==> config.mk <==
export PLATFORM = sky130hd
export DESIGN_NAME = bin2bcd_display
export DESIGN_NICKNAME = d
export VERILOG_FILES = /design/src/rtl/bin2bcd_display.sv
export SDC_FILE = /design/constraint.sdc
export NUM_CORES = 1
export LEC_CHECK = 0
export CORE_AREA = 2 2 122 124
export CTS_BUF_LIST = sky130_fd_sc_hd__clkbuf_8
export DETAILED_ROUTE_END_ITERATION = 8
export DIE_AREA = 0 0 124 126
export PLACE_DENSITY = 0.66
export SLEW_MARGIN = 15
export SYNTH_ARGS = -nofsm -noshare
export SYNTH_HDL_FRONTEND = slang
export SYNTH_SLANG_ARGS = --single-unit
==> constraint.sdc <==
create_clock -name CLK -period 2.02 [get_ports CLK]
set_clock_uncertainty 0.05 [all_clocks]
set_input_delay 0.404 -clock CLK [delete_from_list [all_inputs] [get_ports CLK]]
set_output_delay 0.404 -clock CLK [all_outputs]
set_load 0.02 [all_outputs]
==> src/rtl/bin2bcd_display.sv <==
// bin2bcd_display: iterative double-dabble binary-to-packed-BCD front end for the 8-digit display
// Optional feature macro: BIN2BCD_OVF_BLANK_EN (overflow blanks the display and keeps HEX)
module bin2bcd_display #(
    parameter int BIN_W   = 27,
    parameter int DIGITS  = 8,
    parameter int MAX_VAL = 99_999_999
) (
    input  logic                CLK,
    input  logic                RST_N,
    input  logic                in_valid,
    output logic                in_ready,
    input  logic [BIN_W-1:0]    in_value,
    output logic [4*DIGITS-1:0] HEX,
    output logic                display_mode,
    output logic                done,
    output logic                overflow
);
    localparam int CNT_W = $clog2(BIN_W);
    typedef enum logic {IDLE, CONV} state_t;
    state_t                  state_q;
    logic [BIN_W-1:0]        bin_q;
    logic [4*DIGITS-1:0]     bcd_q;
    logic [4*DIGITS-1:0]     bcd_adj;
    logic [4*DIGITS-1:0]     hex_q;
    logic [CNT_W-1:0]        cnt_q;
    logic                    disp_q;
    logic                    done_q;
    logic                    ovf_q;
    logic [4*DIGITS+BIN_W-1:0] shift_d;
    // add-3 correction on every nibble of 5 or more, no carry between nibbles
    for (genvar d = 0; d < DIGITS; d++) begin : g_adj
        assign bcd_adj[4*d +: 4] = (bcd_q[4*d +: 4] >= 4'd5) ? bcd_q[4*d +: 4] + 4'd3 : bcd_q[4*d +: 4];
    end
    assign shift_d = {bcd_adj, bin_q} << 1;
    // handshake, one double-dabble iteration per CONV cycle, and registered display outputs
    always_ff @(posedge CLK or negedge RST_N) begin
        if (!RST_N) begin
            state_q <= IDLE;
            bin_q   <= '0;
            bcd_q   <= '0;
            cnt_q   <= '0;
            hex_q   <= '0;
            disp_q  <= 1'b0;
            done_q  <= 1'b0;
            ovf_q   <= 1'b0;
        end else begin
            done_q <= 1'b0;
            case (state_q)
                IDLE: begin
                    if (in_valid) begin
                        if (in_value > BIN_W'(MAX_VAL)) begin
`ifdef BIN2BCD_OVF_BLANK_EN
                            disp_q <= 1'b0;
`else
                            hex_q  <= {DIGITS{4'hE}};
                            disp_q <= 1'b1;
`endif
                            ovf_q  <= 1'b1;
                            done_q <= 1'b1;
                        end else begin
                            bin_q   <= in_value;
                            bcd_q   <= '0;
                            cnt_q   <= '0;
                            state_q <= CONV;
                        end
                    end
                end
                CONV: begin
                    {bcd_q, bin_q} <= shift_d;
                    cnt_q <= cnt_q + CNT_W'(1);
                    if (cnt_q == CNT_W'(BIN_W-1)) begin
                        hex_q   <= shift_d[BIN_W +: 4*DIGITS];
                        disp_q  <= 1'b1;
                        ovf_q   <= 1'b0;
                        done_q  <= 1'b1;
                        state_q <= IDLE;
                    end
                end
                default: state_q <= IDLE;
            endcase
        end
    end
    assign in_ready     = (state_q == IDLE);
    assign HEX          = hex_q;
    assign display_mode = disp_q;
    assign done         = done_q;
    assign overflow     = ovf_q;
endmodule
# --- After elaboration in Yosys (flattened, before gate mapping) ---
# Cells that the tools add are included.
word_totals:
  regBits: 100
  latch_bits: 0
  ramBits: 0
  rom_bits: 0
  input_bits: 30
  out_inout_bits: 36
  elab_cells: 69
  mem_count: 0
classes:
  addsub: 9
  n_mul: 0
  n_div: 0
  n_lt_le_gt_ge: 9
  eq_ne: 5
  shift: 0
  n_mux: 35
  n_bitwise: 1
  n_reduce_logical: 2
op_table:
  columns: ["op", "n"]
  rows:
  - ["$mux W32", 5]
  - ["$pmux W32 S2", 2]
  - ["$mux W27", 2]
  - ["$pmux W27 S2", 1]
  - ["$ge A4 B3 Y1 const B", 8]
  - ["$add A4 B2 Y4 const B", 7]
  - ["$mux W4", 7]
  - ["$gt A27 B27 Y1 const B", 1]
  - ["$mux W1", 10]
  - ["$mux W5", 2]
  - ["$pmux W5 S2", 1]
  - ["$pmux W1 S2", 4]
  - ["$add A5 B1 Y5 const B", 1]
  - ["$eq A5 B5 Y1 const B", 1]
  - ["$ne A2 B1 Y1 const B", 2]
  - ["$ne A2 B2 Y1 const B", 2]
  - ["$add A3 B2 Y3 const B", 1]
  - ["$mux W3", 1]
  - ["$reduce_and A3 Y1", 1]
  - ["$reduce_and A2 Y1", 1]
  - ["$not A1 Y1", 1]

# --- Depth between registers and ports, before layout ---
# Gate-level depths: netlist of run 1.
depth:
  word_depth: 4
  mapped_depth: 8
  ltp_nobuf: 7

# --- Least setup slack after synthesis of run 1 ---
# OpenSTA, ideal clock, no wires.
synth_path:
  kind: "register to register"
  startpoint: "reg cnt_q[0]"
  endpoint: "reg hex_q[11], in the netlist HEX[11]"
  setup_time_ps: 137
  arrival_ps: 1454
  required_time_ps: 1833
  slack_ps: 379
  stages_incl_launch_ff: 9
  path_buffers: 2
  synth_period_minus_slack_ps: 1641
  cell_sequence: "dfrtp_1 inv_1 ha_1 nor2b_1 and4_1 buf_2 clkbuf_1 nor3_1 a21oi_1"
synth_via:
  elab_chain_len: 3
synth_rtl:
  columns: ["element", "line", "source"]
  rows:
  - ["start, declared", "25", "logic [CNT_W-1:0] cnt_q;"]
  - ["start signal, assigned", "70", "cnt_q <= cnt_q + CNT_W'(1);"]
  - ["$eq A5 B5 Y1", "71", "if (cnt_q == CNT_W'(BIN_W-1)) begin"]
  - ["$ne A2 B1 Y1 (no line)", null, null]
  - ["$reduce_and A3 Y1 (no line)", null, null]
  - ["end signal, assigned", "55", "hex_q <= {DIGITS{4'hE}};"]
  - ["end signal, assigned", "72", "hex_q <= shift_d[BIN_W +: 4*DIGITS];"]
  - ["end, declared", "24", "logic [4*DIGITS-1:0] hex_q;"]
# Every way passes these cells.
# A chain may end at the register's enable or synchronous reset.

# --- Final worst setup path of run 1 ---
layout_path:
  startpoint: "in in_value[17]"
  endpoint: "reg bin_q[1]"
layout_via:
  elab_chain_len: 3
layout_rtl:
  columns: ["element", "line", "source"]
  rows:
  - ["start, declared", "12", "input logic [BIN_W-1:0] in_value,"]
  - ["$gt A27 B27 Y1", "51", "if (in_value > BIN_W'(MAX_VAL)) begin"]
  - ["$ne A2 B2 Y1 (no line)", null, null]
  - ["$reduce_and A2 Y1 (no line)", null, null]
  - ["end signal, assigned", "61", "bin_q <= in_value;"]
  - ["end signal, assigned", "69", "{bcd_q, bin_q} <= shift_d;"]
  - ["end, declared", "21", "logic [BIN_W-1:0] bin_q;"]
# Every way passes these cells.

==> results of run 1 <==
==> sequential cells by signal (all words and copies together), names as in the netlist <==
name and count:
display_mode 1, bin_q 27, bcd_q 32, state_q 1
done 1, cnt_q 5, overflow 1, HEX 32
==> through the flow <==
step / hold WS, ns / utilization [%] / total power [mW] / setup slack, ns
floorplan: 0.05841 / - / 6.864 / 0.3786
global placement: 0.3576 / 40.79 / 8.249 / -0.2472
detailed placement: 0.3567 / 40.79 / 8.494 / -0.3154
CTS: 0.4452 / 42.36 / 9.906 / 0.06260
global route: 0.4581 / 42.41 / 10.62 / -0.01282
finish: 0.4380 / 42.41 / 9.812 / 0.1058
==> path summary, 6_finish.rpt <==
kind	startpoint	end	slack, ns	cells past startpoint
max reg2reg	bcd_q[24]	HEX[28]	0.18	7
min reg2reg	display_mode	display_mode	0.44	1
max in group asynchronous	RST_N	bcd_q[11]	0.79	3
min in group asynchronous	RST_N	bcd_q[27]	0.48	2
max	in_value[17]	bin_q[1]	0.11	7
min	display_mode	display_mode	0.44	1
==> worst reg2reg max path: stages (launching register included) <==
cell	delay (ns)
dfrtp_1	0.41
inv_1	0.09
ha_1	0.23
nand2b_1	0.09
or3b_2	0.44
a21oi_1	0.23
nand2_1	0.10
a21oi_1	0.14
==> synth_stat cells (2+ instances only) <==
cell,n,area [um2]
clkbuf_1,15,56.30
a31o_2,7,61.31
nor3b_1,14,105.1
ha_1,18,225.2
o21ai_1,11,55.05
xnor2_1,10,87.58
nand4b_1,2,17.52
nand3_1,6,30.03
nand2_1,77,289.0
a2bb2oi_1,25,219.0
o22ai_1,21,131.4
nor2_1,31,116.4
mux2i_1,8,80.08
buf_2,10,50.05
nor3_1,25,125.1
nor2b_1,2,12.51
inv_1,21,78.83
nand2b_1,8,50.05
a21oi_1,67,335.3
buf_6,8,90.09
o21ai_0,9,45.04
dfrtp_1,100,2502
==> cell type report <==
cell class,instances,area [um2],share of cell area (%)
well taps,184,230.2,3.792
repair buffers,94,917.1,15.11
multi-input cells,357,2126,35.02
clock inverters,6,78.83,1.298
clock buffers,10,137.6,2.267
flip-flops and latches,100,2502,41.22
inverters,21,78.83,1.298
==> report_power, final <==
part           internal, mW  total (mW)  switching [mW]
logic                  2.29        4.72            2.42
registers              2.98        3.71           0.732
clock network         0.635        1.38           0.746
==> timing repair <==
item | in CTS | in global routing
setup endpoints to repair | 1 | 11
setup buffers | 0 | 0
hold buffers | 1 | 0
hold endpoints to repair | 34 | 0
resized for setup | 1 | 1
gates cloned | 0 | 0
==> logic make-up (layout without fill, tap and decap cells) <==
family / Yosys count / in the layout / share of synthesized area, %
simple gates: 171 / 171 / 16.15
compound gates: 149 / 149 / 18.86
flops: 100 / 100 / 51.03
buf+inv: 55 / 131 / 5.767
fa+ha+maj: 18 / 18 / 4.593
xor+xnor: 11 / 11 / 1.965
mux: 8 / 8 / 1.633
==> layer usage <==
| metal | GRT usage (%) | part of all wire (%) | vias to the layer above | routed length, um |
|---|---|---|---|---|
| met4 | 3.437 | 0.86 | 0 | 95 |
| met5 | 0 | 0 | - | 0 |
| met3 | 2.763 | 3.8 | 9 | 421 |
| met2 | 24.11 | 48 | 85 | 5259 |
| met1 | 20.24 | 48 | 1955 | 5235 |
| li1 | - | - | 1922 | - |
==> flow_summary.ini, run 1 <==
[run_status]
status = finished, final reports clean

[finish]
final_cell_mix = dfrtp_1, nand2_1, a21oi_1
nets = 631
syn_to_final_growth_pct = 23.81
final_common_cell = dfrtp_1
design_area_mm2 = 0.006071
n_antenna_cell = 0
stdcell_count = 772
drive_gt1_share_pct = 9.864
fillers = 1408

[cts]
cts_tree = built
root_buffer = clkbuf_8
clock_latency_ns = 0.37
cts_htree_levels = 3
clk_pin_slew_ns = 0.09
max-clock-path-buffers = 2
cts_buffers = 9
clock_sinks = 100

[grt]
grt_pass1_vias = 3905
grtUsageTotal_pct = 14.74
grt_max_degree = 74
antenna_found_initial = 0
grt_pass1_wl_mm = 18.74
gr-total-overflow = 0

[worst_setup_path]
crit_slowest_cell = clkdlybuf4s50_1
crit_buf_inv = 2
crit_family = compound AO/OA/AOI/OAI gates
cp_max_fo = 18
end_kind = flip-flop
cp_cell_sequence = clkdlybuf4s50_1, nand4b_1, a211oi_2, o21a_1, buf_4, a21oi_1, a2bb2oi_1
cpPeakStageDelay_ns = 0.44
worstSetupPathType = input port to flip-flop
startpoint_type = input port
cp.required_ns = 2.25
arrival_ns = 2.15

[pwr]
ir_worst_vdd_uv = 529.1
power_leakage_nw = 2.669
powerDensity_mw_per_mm2 = 1616

[sta]
relSlewSlack_pct = 67.54
fmax_mhz = 522.4
hold_violations = 0
setup_violations = 0
drv_slew = 0
timing.final.crit_share_pct = 94.76
fin_crit_ns = 1.914
worst_slew_pin_slew_ns = 0.4869
finalSetupTns_ns = 0

[synthesis]
synth-seq-cells = 100
ys_warn_count = 0
syn_area_mm2 = 0.004903
synth.distinct_cells = 39
synth_cells = 512
synth_nets = 560
yosysSeqAreaShare_pct = 51.03
synth_edf_count = 0
syn_area_per_cell_um2 = 9.577
async_flop_share_pct = 100.0
ys.flop_type = dfrtp_1

[floorplanning]
start_util_pct = 34.26
core_area_mm2 = 0.01431
die_area_mm2 = 0.01562
ios = 66
fp.dieW_um = 124
die_h_um = 126
fp-row-count = 44

[drt]
wirelength_mm = 11.01
drtIter0Drc = 262
post_drt_wl_per_cell_um = 14.26
vias_per_cell = 5.144
drtAntennaViolNets = 0
num_vias = 3971
drc = 0
first_pass_iters = 4

[placement]
dp_hpwl_mm = 7.689
port_buffers = 65
gp_congestion = 0.7785
dpl-instance-area_mm2 = 0.005838
dp_cells = 755

[worst_hold_path]
min_path_type = flip-flop to flip-flop

[job]
max_cap_violations = 0
(Power assumes the default switching activity.)
==> inputs of run 2 (changes only) <==
CAP_MARGIN = 30   (was unset)
==> results of run 2 <==
The final DEF is identical to that of run 1; final timing and power are the same.
==> inputs of run 3 (changes only) <==
MAX_ROUTING_LAYER = met4   (was unset)
==> run 3 against run 2 <==
Maximum frequency is 0.41% lower. Clock-buffer cell count stayed put. Highest routed layer unchanged. Sequential power hardly changed. Sequential share of layout area stayed put. Clock power hardly changed. Non-clock buffer count stayed put.
==> flow_summary.ini, run 3 (synthesis gave the netlist of run 1 again) <==
[run_status]
status = finished, final reports clean

[sta]
relSlewSlack_pct = 67.47
finalSetupTns_ns = 0
fmax_mhz = 520.3
worst_slew_pin_slew_ns = 0.4879
setup_violations = 0
hold_ws_ns = 0.4380
timing.final.crit_share_pct = 95.15
drv_slew = 0
fin_crit_ns = 1.922
hold_violations = 0

[worst_setup_path]
startpoint_type = input port
arrival_ns = 2.16
rrSetupSlack_ns = 0.18
cp_max_fo = 25
reg2reg_depth = 7
end_kind = flip-flop
reg2reg_to = HEX[28]
rr_startpoint = bcd_q[24]
cp.required_ns = 2.26
worstSetupPathType = input port to flip-flop

[finish]
fillers = 1408
n_antenna_cell = 0
stdcell_count = 772
nets = 631
drive_gt1_share_pct = 9.864
utilization_pct = 42.41
design_area_mm2 = 0.006071
syn_to_final_growth_pct = 23.81
final_common_cell = dfrtp_1
final_cell_mix = dfrtp_1, nand2_1, a21oi_1

[worst_hold_path]
hold_path.startpoint = display_mode
worstHoldEndpoint = display_mode
min_path_type = flip-flop to flip-flop
min_path_cells = 1

[drt]
wirelength_mm = 11.04
num_vias = 3958
drc = 0
drtIter0Drc = 260
post_drt_wl_per_cell_um = 14.30
drtAntennaViolNets = 0
vias_per_cell = 5.127
first_pass_iters = 4

[placement]
dpl-instance-area_mm2 = 0.005838
dp_hpwl_mm = 7.689
gp_congestion = 0.7892
port_buffers = 65
dp_cells = 755

[cts]
clock_sinks = 100
cts_htree_levels = 3
clock_latency_ns = 0.38
clk_pin_slew_ns = 0.09
max-clock-path-buffers = 2
root_buffer = clkbuf_8
cts_buffers = 9
cts_tree = built
post-cts-setup-buffers = 0

[grt]
antenna_found_initial = 0
grt_max_degree = 74
grt_pass1_vias = 3907
gr-total-overflow = 0
grt_pass1_wl_mm = 18.80
grtUsageTotal_pct = 15.22

[floorplanning]
die_h_um = 126
core_area_mm2 = 0.01431
fp.dieW_um = 124
fp-row-count = 44
start_util_pct = 34.26
ios = 66
die_area_mm2 = 0.01562

[pwr]
powerDensity_mw_per_mm2 = 1615
power_leakage_nw = 2.669
ir_worst_vdd_uv = 528.7

[job]
max_cap_violations = 0
==> run 3: cell counts in the layout (fill, tap and decap cells not counted) <==
Identical to the previous run, type by type.
==> run 3: power by group <==
group	internal, mW	switching, mW
clock network	0.635	0.743
logic	2.29	2.42
registers	2.98	0.732
==> run 3: area by class of cell <==
cell class / count / area [um2] / share of cell area, %
clock buffer: 10 / 137.6 / 2.267
clock inverter: 6 / 78.83 / 1.298
inverter: 21 / 78.83 / 1.298
multi-input combinational: 357 / 2126 / 35.02
sequential: 100 / 2502 / 41.22
tap: 184 / 230.2 / 3.792
timing repair buffer: 94 / 917.1 / 15.11
==> run 3: worst max-delay path: stages <==
cell and delay [ns]:
clkdlybuf4s50_1 0.44, nand4b_1 0.20, a211oi_2 0.36, o311a_1 0.25, buf_4 0.29, nor3_1 0.08, a21oi_1 0.13
==> run 3: per-layer routing <==
| layer | routed length, um | global-route usage (%) | vias to the layer above |
|---|---|---|---|
| met2 | 5277 | 24.05 | 103 |
| met4 | 90 | 3.437 | 0 |
| li1 | - | - | 1921 |
| met1 | 5198 | 20.42 | 1926 |
| met5 | 0 | - | - |
| met3 | 477 | 2.763 | 8 |
==> run 3: through the flow <==
stage               setup slack, ns  power, mW
finish                      0.09801      9.805
global route               -0.01263      10.62
CTS                         0.06260      9.906
detailed placement          -0.3154      8.494
global placement            -0.2472      8.249
floorplan                    0.3786      6.864
==> run 3: worst max-delay path by stage <==
stage	start	end	slack, ns	cells past startpoint
2_1_floorplan	cnt_q[0]	HEX[11]	0.38	8
3_3_place_gp	in_value[17]	bin_q[18]	-0.25	7
3_5_place_dp	in_value[17]	bin_q[18]	-0.32	7
4_1_cts	in_value[17]	bin_q[25]	0.06	7
5_1_grt	in_value[18]	bin_q[1]	-0.01	7
6_report	in_value[17]	HEX[25]	0.1	7
==> run 3: repair_timing <==
action	in CTS	in global routing
resized for setup	1	1
hold buffers	1	0
setup endpoints to repair	1	11
hold endpoints to repair	34	0
pin swaps	0	0
